**src/rtl/ctrl_pkg.sv**
```systemverilog
// Shared types and default opcode encodings for the multi-cycle control sequencer.
package ctrl_pkg;

  typedef enum logic [2:0] {
    S_IDLE,
    S_FETCH,
    S_DECODE,
    S_EXEC,
    S_MEM,
    S_WB,
    S_HALT
  } state_t;

  typedef enum logic [2:0] {
    C_ALU,
    C_LDI,
    C_CMP,
    C_BRU,
    C_BRC,
    C_LD,
    C_ST,
    C_HALT
  } op_class_t;

  localparam int DEF_OPW = 3;
  localparam int DEF_IW  = 9;
  localparam int DEF_MEM_TIMEOUT = 16;

  localparam logic [2:0] DEF_OP_LDI  = 3'b000;
  localparam logic [2:0] DEF_OP_CMP  = 3'b010;
  localparam logic [2:0] DEF_OP_BRU  = 3'b011;
  localparam logic [2:0] DEF_OP_HALT = 3'b100;
  localparam logic [2:0] DEF_OP_BRC  = 3'b101;
  localparam logic [2:0] DEF_OP_LD   = 3'b110;
  localparam logic [2:0] DEF_OP_ST   = 3'b111;

  typedef struct packed {
    logic ir_load;
    logic pc_en;
    logic branch;
    logic ld_immed;
    logic mem_to_reg;
    logic mem_req;
    logic mem_write;
    logic reg_write;
  } ctrl_sig_t;

endpackage

```
**src/rtl/ctrl_op_class.sv**
```systemverilog
// Combinational opcode -> instruction class decoder; unlisted encodings are generic ALU ops.
module ctrl_op_class
  import ctrl_pkg::*;
#(
  parameter int              OPW     = DEF_OPW,
  parameter logic [OPW-1:0]  OP_LDI  = OPW'(DEF_OP_LDI),
  parameter logic [OPW-1:0]  OP_CMP  = OPW'(DEF_OP_CMP),
  parameter logic [OPW-1:0]  OP_BRU  = OPW'(DEF_OP_BRU),
  parameter logic [OPW-1:0]  OP_BRC  = OPW'(DEF_OP_BRC),
  parameter logic [OPW-1:0]  OP_LD   = OPW'(DEF_OP_LD),
  parameter logic [OPW-1:0]  OP_ST   = OPW'(DEF_OP_ST),
  parameter logic [OPW-1:0]  OP_HALT = OPW'(DEF_OP_HALT)
) (
  input  logic [OPW-1:0] i_opcode,
  output op_class_t      o_class
);

  always_comb begin
    o_class = C_ALU;
    if      (i_opcode == OP_LDI)  o_class = C_LDI;
    else if (i_opcode == OP_CMP)  o_class = C_CMP;
    else if (i_opcode == OP_BRU)  o_class = C_BRU;
    else if (i_opcode == OP_BRC)  o_class = C_BRC;
    else if (i_opcode == OP_LD)   o_class = C_LD;
    else if (i_opcode == OP_ST)   o_class = C_ST;
    else if (i_opcode == OP_HALT) o_class = C_HALT;
  end

endmodule

```
**src/rtl/ctrl_sequencer.sv**
```systemverilog
// Multi-cycle FETCH/DECODE/EXEC/MEM/WB control sequencer with start/done handshake.
// Optional memory-timeout watchdog enabled by defining CTRL_MEM_TIMEOUT_EN.
module ctrl_sequencer
  import ctrl_pkg::*;
#(
  parameter int              OPW         = DEF_OPW,
  parameter int              IW          = DEF_IW,
  parameter logic [OPW-1:0]  OP_LDI      = OPW'(DEF_OP_LDI),
  parameter logic [OPW-1:0]  OP_CMP      = OPW'(DEF_OP_CMP),
  parameter logic [OPW-1:0]  OP_BRU      = OPW'(DEF_OP_BRU),
  parameter logic [OPW-1:0]  OP_BRC      = OPW'(DEF_OP_BRC),
  parameter logic [OPW-1:0]  OP_LD       = OPW'(DEF_OP_LD),
  parameter logic [OPW-1:0]  OP_ST       = OPW'(DEF_OP_ST),
  parameter logic [OPW-1:0]  OP_HALT     = OPW'(DEF_OP_HALT),
  parameter int              MEM_TIMEOUT = DEF_MEM_TIMEOUT
) (
  input  logic          i_clk,
  input  logic          i_reset,
  input  logic          i_start,
  input  logic [IW-1:0] i_instr,
  input  logic          i_br_cond,
  input  logic          i_mem_ack,
  output logic          o_ir_load,
  output logic          o_pc_en,
  output logic          o_branch,
  output logic          o_ld_immed,
  output logic          o_mem_to_reg,
  output logic          o_mem_req,
  output logic          o_mem_write,
  output logic          o_reg_write,
  output logic          o_done,
  output logic          o_err
);

  state_t         r_state;
  state_t         w_state_nxt;
  logic [OPW-1:0] r_opcode;
  op_class_t      w_class;
  ctrl_sig_t      w_ctrl;
  logic           w_to_hit;
  logic           w_unused_instr;

  assign w_unused_instr = ^i_instr[IW-OPW-1:0];

  ctrl_op_class #(
    .OPW     (OPW),
    .OP_LDI  (OP_LDI),
    .OP_CMP  (OP_CMP),
    .OP_BRU  (OP_BRU),
    .OP_BRC  (OP_BRC),
    .OP_LD   (OP_LD),
    .OP_ST   (OP_ST),
    .OP_HALT (OP_HALT)
  ) u_op_class (
    .i_opcode (r_opcode),
    .o_class  (w_class)
  );

  always_ff @(posedge i_clk) begin
    if (i_reset) begin
      r_state  <= S_IDLE;
      r_opcode <= '0;
    end else begin
      r_state <= w_state_nxt;
      if (r_state == S_FETCH) r_opcode <= i_instr[IW-1 -: OPW];
    end
  end

  // branch in EXEC and store pc_en in MEM follow br_cond / mem_ack in the same cycle
  always_comb begin
    w_state_nxt = r_state;
    w_ctrl      = '0;
    case (r_state)
      S_IDLE: if (i_start) w_state_nxt = S_FETCH;
      S_FETCH: begin
        w_ctrl.ir_load = 1'b1;
        w_state_nxt    = S_DECODE;
      end
      S_DECODE: begin
        if (w_class == C_HALT)                        w_state_nxt = S_HALT;
        else if (w_class == C_LD || w_class == C_ST)  w_state_nxt = S_MEM;
        else                                          w_state_nxt = S_EXEC;
      end
      S_EXEC: begin
        case (w_class)
          C_BRU: begin
            w_ctrl.branch = 1'b1;
            w_ctrl.pc_en  = 1'b1;
            w_state_nxt   = S_FETCH;
          end
          C_BRC: begin
            w_ctrl.branch = i_br_cond;
            w_ctrl.pc_en  = 1'b1;
            w_state_nxt   = S_FETCH;
          end
          C_CMP: begin
            w_ctrl.pc_en = 1'b1;
            w_state_nxt  = S_FETCH;
          end
          C_LDI: begin
            w_ctrl.ld_immed = 1'b1;
            w_state_nxt     = S_WB;
          end
          default: w_state_nxt = S_WB;
        endcase
      end
      S_MEM: begin
        w_ctrl.mem_req   = 1'b1;
        w_ctrl.mem_write = (w_class == C_ST);
        if (i_mem_ack) begin
          if (w_class == C_ST) begin
            w_ctrl.pc_en = 1'b1;
            w_state_nxt  = S_FETCH;
          end else begin
            w_state_nxt = S_WB;
          end
        end else if (w_to_hit) begin
          w_state_nxt = S_HALT;
        end
      end
      S_WB: begin
        w_ctrl.reg_write  = 1'b1;
        w_ctrl.pc_en      = 1'b1;
        w_ctrl.mem_to_reg = (w_class == C_LD);
        w_ctrl.ld_immed   = (w_class == C_LDI);
        w_state_nxt       = S_FETCH;
      end
      S_HALT: if (i_start) w_state_nxt = S_FETCH;
      default: w_state_nxt = S_IDLE;
    endcase
  end

`ifdef CTRL_MEM_TIMEOUT_EN
  localparam int TW = $clog2(MEM_TIMEOUT + 1);

  logic [TW-1:0] r_to_cnt;
  logic          r_err;

  assign w_to_hit = (r_state == S_MEM) && !i_mem_ack &&
                    (r_to_cnt == TW'(MEM_TIMEOUT - 1));

  always_ff @(posedge i_clk) begin
    if (i_reset) begin
      r_to_cnt <= '0;
      r_err    <= 1'b0;
    end else begin
      if (r_state != S_MEM)  r_to_cnt <= '0;
      else if (!i_mem_ack)   r_to_cnt <= r_to_cnt + 1'b1;
      if (w_to_hit)
        r_err <= 1'b1;
      else if (i_start && (r_state == S_IDLE || r_state == S_HALT))
        r_err <= 1'b0;
    end
  end

  assign o_err = r_err;
`else
  logic w_unused_timeout;

  assign w_unused_timeout = (MEM_TIMEOUT == 0);
  assign w_to_hit         = 1'b0;
  assign o_err            = 1'b0;
`endif

  assign o_ir_load    = w_ctrl.ir_load;
  assign o_pc_en      = w_ctrl.pc_en;
  assign o_branch     = w_ctrl.branch;
  assign o_ld_immed   = w_ctrl.ld_immed;
  assign o_mem_to_reg = w_ctrl.mem_to_reg;
  assign o_mem_req    = w_ctrl.mem_req;
  assign o_mem_write  = w_ctrl.mem_write;
  assign o_reg_write  = w_ctrl.reg_write;
  assign o_done       = (r_state == S_HALT);

endmodule
```
**config.mk**
```make
export PLATFORM = sky130hd
export DESIGN_NAME = ctrl_sequencer
export DESIGN_NICKNAME = d
export VERILOG_FILES = /design/src/rtl/ctrl_pkg.sv /design/src/rtl/ctrl_op_class.sv /design/src/rtl/ctrl_sequencer.sv
export SDC_FILE = /design/constraint.sdc
export NUM_CORES = 1
export LEC_CHECK = 0
export ABC_AREA = 0
export BUFFER_PORTS_ARGS = -buffer_cell sky130_fd_sc_hd__buf_2
export CORE_UTILIZATION = 41
export CTS_CLUSTER_DIAMETER = 50
export DETAILED_ROUTE_END_ITERATION = 12
export GPL_ROUTABILITY_DRIVEN = 0
export PLACE_DENSITY = 0.72
export SLEW_MARGIN = 20
export SYNTH_ARGS = -nofsm -noshare
export SYNTH_HDL_FRONTEND = slang
export SYNTH_HIERARCHICAL = 1
export SYNTH_SLANG_ARGS = --single-unit
```
**constraint.sdc**
```tcl
create_clock -name i_clk -period 1.5 [get_ports i_clk]
set_input_delay 0.225 -clock i_clk [delete_from_list [all_inputs] [get_ports i_clk]]
set_output_delay 0.225 -clock i_clk [all_outputs]
set_load 0.02 [all_outputs]
```
== After elaboration in Yosys (flattened, before gate mapping) ==
Index checks and enable logic that the tools add are counted.

* Bits in registers: 6
* Input port bits: 14
* Output and inout bits: 10

* Eq/ne operators: 21
* Muxes and demuxes: 26
* Reductions and logical operators: 6

{| class="wikitable"
|+ Operators by type and width
! operator !! count
|-
| two-way mux 3 bit || 13
|-
| equality test 3 bit, second input constant || 11
|-
| equality test 3 x 2 -> 1 bit, second input constant || 6
|-
| case mux 3 bit (6 select lines) || 1
|-
| two-way mux 1 bit || 8
|-
| equality test 3 x 1 -> 1 bit, second input constant || 2
|-
| logical NOT 3 bit || 2
|-
| case mux 1 bit (2 select lines) || 2
|-
| case mux 1 bit (3 select lines) || 1
|-
| OR reduction 3 bit || 1
|-
| two-way mux 2 bit || 1
|-
| inequality test 2 x 1 -> 1 bit, second input constant || 1
|-
| inequality test 2 bit, second input constant || 1
|-
| AND reduction 2 bit || 1
|-
| OR reduction 2 bit || 1
|-
| logical OR 1 bit || 1
|}

== Depth between registers and ports, before layout ==
* Depth in word-level cells: 13
* Gate-level depth with buffers: 7
* Gate-level depth less buffers: 6

== By module ==
The synthesis kept the hierarchy.

{| class="wikitable"
|+ Modules (own cells, without submodules)
! module !! times used !! cells an instance !! area each (µm²) !! seq. area each (µm²)
|-
| ctrl_sequencer || 1 || 67 || 550.5 || 120.1
|-
| ctrl_op_class || 1 || 5 || 36.3 || 0.0
|}

== Worst setup path before layout ==
Ideal clock, no wire load.

* Kind: register -> output
* Start point: reg r_opcode[0]
* End point: out o_pc_en
* Arrival: 1.699 ns
* Data required time: 1.275 ns
* Path slack: -0.424 ns
* Cell stages (with the launch flop): 7
* Buffers on the path: 0
* Path through: dfxtp_1 > nand2b_1 > xnor2_1 > nand2_4 > nor3b_4 > a21oi_2 > o22ai_2

* Longest elaborated chain between the ends: 12
* Elaborated cells on any way between the ends: 23

{| class="wikitable"
|+ RTL lines
! what !! line !! RTL
|-
| start, declared || ctrl_sequencer.sv:37 || <nowiki>logic [OPW-1:0] r_opcode;</nowiki>
|-
| start signal, assigned || ctrl_sequencer.sv:65 || <nowiki>if (r_state == S_FETCH) r_opcode <= i_instr[IW-1 -: OPW];</nowiki>
|-
| equality test 3 bit || ctrl_op_class.sv:26 || <nowiki>else if (i_opcode == OP_HALT) o_class = C_HALT;</nowiki>
|-
| two-way mux 3 bit || ctrl_op_class.sv:26 ||
|-
| two-way mux 3 bit || ctrl_op_class.sv:25 || <nowiki>else if (i_opcode == OP_ST) o_class = C_ST;</nowiki>
|-
| two-way mux 3 bit || ctrl_op_class.sv:24 || <nowiki>else if (i_opcode == OP_LD) o_class = C_LD;</nowiki>
|-
| two-way mux 3 bit || ctrl_op_class.sv:23 || <nowiki>else if (i_opcode == OP_BRC) o_class = C_BRC;</nowiki>
|-
| two-way mux 3 bit || ctrl_op_class.sv:22 || <nowiki>else if (i_opcode == OP_BRU) o_class = C_BRU;</nowiki>
|-
| two-way mux 3 bit || ctrl_op_class.sv:21 || <nowiki>else if (i_opcode == OP_CMP) o_class = C_CMP;</nowiki>
|-
| two-way mux 3 bit (*) || ctrl_op_class.sv:20 || <nowiki>if (i_opcode == OP_LDI) o_class = C_LDI;</nowiki>
|-
| named net w_class[1] || ctrl_sequencer.sv:38 || <nowiki>op_class_t w_class;</nowiki>
|-
| equality test 3 bit, or another cell as far along || ctrl_sequencer.sv:85 || <nowiki>case (w_class)</nowiki>
|-
| OR reduction 3 bit (no line) or two-way mux 1 bit (tied branches) || - ||
|-
| two-way mux 1 bit (on tied branches) || ctrl_sequencer.sv:85, ctrl_sequencer.sv:110 ||
|-
| case mux 1 bit (3 select lines) (*) || ctrl_sequencer.sv:73 || <nowiki>case (r_state)</nowiki>
|-
| end, declared || ctrl_sequencer.sv:24 || <nowiki>output logic o_pc_en,</nowiki>
|}

The timed path passes the listed nets; every way through them passes the cells marked *.

== Worst setup path in the final report ==
* Start point: reg r_opcode[0]
* End point: out o_branch

* Longest elaborated chain between the ends: 11
* Elaborated cells on any way between the ends: 18

{| class="wikitable"
|+ RTL lines
! what !! line !! RTL
|-
| equality test 3 bit || ctrl_op_class.sv:26 ||
|-
| two-way mux 3 bit || ctrl_op_class.sv:26 ||
|-
| two-way mux 3 bit || ctrl_op_class.sv:25 ||
|-
| two-way mux 3 bit || ctrl_op_class.sv:24 ||
|-
| two-way mux 3 bit || ctrl_op_class.sv:23 ||
|-
| two-way mux 3 bit || ctrl_op_class.sv:22 ||
|-
| two-way mux 3 bit || ctrl_op_class.sv:21 ||
|-
| two-way mux 3 bit (*) || ctrl_op_class.sv:20 ||
|-
| named net w_class[1] || ctrl_sequencer.sv:38 ||
|-
| equality test 3 bit or equality test 3 x 2 -> 1 bit (tied branches) || ctrl_sequencer.sv:85 ||
|-
| case mux 1 bit (2 select lines) (*) || ctrl_sequencer.sv:85 ||
|-
| two-way mux 1 bit (*) || ctrl_sequencer.sv:73 ||
|-
| end, declared || ctrl_sequencer.sv:25 || <nowiki>output logic o_branch,</nowiki>
|}

Marked as above.

==> qor.yml <==
setup_path:
  crit_type: "flip-flop to primary output"
  end_kind: "primary output"
  worstPathRequired_ns: 1.27
  start_kind: "flip-flop"
  worstPathArrival_ns: 1.56
  cp_max_fo: 4
finish:
  antennaDiodeCount: 0
  area_growth_pct: 51.8
  drive_gt1_share_pct: 59.6
  finalNonFillerCells: 119
  finalNetCount: 120
  finalInstanceArea_um2: 891
outcome:
  violations: "setup timing"
  status: "finished, violations left"
synthesis:
  synth_area_um2: 587
  synth_edf_count: 0
  muxShareOfSynthArea_pct: 1.71
  synth_adder_area_share_pct: 0
  ys_ff_latch: 6
  synth_nets: 86
  synth.avg_cell_area_um2: 8.15
  postSynthCellCount: 72
  synth_top_family_by_area: "simple AND/OR/NAND/NOR gates"
  synthFlopType: "dfxtp_1"
  synth_compound_area_share_pct: 23.2
  async_flop_share_pct: 0
  synthSimpleGateAreaFrac_pct: 33.7
  synth_seq_area_share_pct: 20.5
  netlist_top_cells_count: "7 x nand2_1, 7 x nor2_1, 6 x dfxtp_1, 5 x a21oi_1"
  synth_top_area_share_pct: 20.5
  ys_top_cells_by_area: "dfxtp_1 20%, nor3b_4 6.4%, xnor2_1 6.0%, buf_6 5.8%, nand2_1 4.5%"
  ys_warn_count: 6
  synth_cell_type_count: 39
  synth_xor_area_share_pct: 7.46
  synth_top_area_cell: "dfxtp_1"
global_routing:
  first_global_vias: 554
  grt_max_degree: 17
  grt_remaining_overflow: 0
  antenna_found_initial: 0
  grt_pass1_wl_mm: 2.22
  grt_usage_pct: 21.2
pwr:
  power.total_mw: 1.57
  cellPowerDensity_nw_per_um2: 1760
  vdd_drop_max_uv: 1080
  leakagePower_nw: 0.401
flow_run:
  maxCapViolCount: 0
sta:
  setup_ws_ns: -0.288
  drv_slew: 0
  rsz0062_at_grt: "yes"
  hold_ws_ns: 0.216
  final-hold-violation-count: 0
  finalSetupViolations: 6
  tns_ns: -1.19
  fin_crit_sh_pct: 119
  clock.fmax_mhz: 559
  clock_skew_ns: 0.00335
  finalCriticalPeriod_ns: 1.79
drt:
  drt-vias-per-instance: 5.26
  ant_nets: 0
  drcViolationCount: 0
  routed_wl_mm: 1.50
  vias: 626
  wl_per_cell_um: 12.6
  drt-initial-drc-count: 6
  first_pass_iters: 4
clock_tree:
  h-tree-depth: 1
  clockBufferDepth: 2
  cts_tree: "done"
  clk_pin_slew_ns: 0.05
  clock-sinks: 6
  clk-insertion-delay-late_ns: 0.24
  cts_buffers: 3
  cts-root-buf: "clkbuf_4"
hold_path:
  hp-class: "input pin to flip-flop"
place:
  placed_cells: 114
  dp_hpwl_mm: 1.08
  dpl_cell_area_um2: 800
  port_buffers: 16
floorplanning:
  die_area_um2: 1590
  start_util_pct: 44.5
  die_h_um: 39.8
  fp-row-count: 13
  ios: 24
  die_w_um: 39.8
  core-area_um2: 1320
worst max-delay path: stages (launching register included):
cell and delay, ns:
dfxtp_2 0.31, nand2b_4 0.15, xnor2_4 0.19, buf_4 0.17, and2b_1 0.17, a22oi_2 0.09
nor2_2 0.08, buf_2 0.16
what timing repair did:
action                                  in CTS  in global routing
cloned                                       0                  0
pin swaps                                    7                  3
hold buffers                                 0                  0
setup buffers                                2                  0
resized for setup                            8                  9
endpoints found under the setup margin       7                 10
logic make-up (layout without fill, tap and decap cells):
| logic type | count (synthesis) | in the layout |
|---|---|---|
| XOR/XNOR | 5 | 5 |
| buffers and inverters | 10 | 42 |
| AND/OR/NAND/NOR | 30 | 30 |
| AO/OA/AOI/OAI | 19 | 19 |
| multiplexers | 1 | 1 |
| flip-flops | 6 | 6 |
| other | 1 | 1 |
placed cells by master, fill, tap and decap left out, types with 2 or more instances in the layout:
master and count:
a21oi_1 5, buf_2 12, buf_4 21, buf_6 3, clkbuf_4 3, dfxtp_2 4
inv_1 2, nand2_1 6, nand2b_4 2, nor2_1 6, nor3b_4 2, o21ai_0 4
xnor2_1 2
area by class of cell:
type	count	area (µm²)
Clock buffer	3	22.5
Multi-Input combinational cell	56	458
Fill cell	122	427
Timing Repair Buffer	36	251
Inverter	3	11.3
Tap cell	15	18.8
Sequential cell	6	129
flip-flops by register name, summed over array words and instances (netlist names):
signal and count:
r_opcode 3, r_state 3
path summary, 6_finish.rpt:
check	slack (ns)	cells past startpoint	from	to
hold / removal	0.22	2	i_reset	r_opcode[2]
setup / recovery	-0.29	7	r_opcode[0]	o_branch
setup reg to reg	-0.04	7	r_opcode[0]	r_state[2]
hold reg to reg	0.49	2	r_opcode[1]	r_opcode[1]
power breakdown:
| group | switching [mW] | internal (mW) | leakage (nW) | total [mW] |
|---|---|---|---|---|
| combinational | 0.546 | 0.581 | 0.336 | 1.13 |
| clock | 0.0567 | 0.0904 | 0.0138 | 0.147 |
| sequential | 0.0696 | 0.223 | 0.0514 | 0.293 |
| total | 0.672 | 0.895 | 0.401 | 1.57 |
layer usage:
layer	up-vias	GRT usage [%]	routed length, µm
met5	-	0	0
met1	285	25.0	659
met3	2	1.70	45
met4	0	10.3	9
li1	321	-	-
met2	18	37.7	785
through the flow:
stage	worst slack [ns]	util (%)
2_1_floorplan	-0.240	-
3_3_place_gp	-0.0597	60.7
3_5_place_dp	-0.0840	60.7
4_1_cts	-0.280	65.4
5_1_grt	-0.362	67.6
6_report	-0.288	67.6
Power figures use the tool's default switching activity.
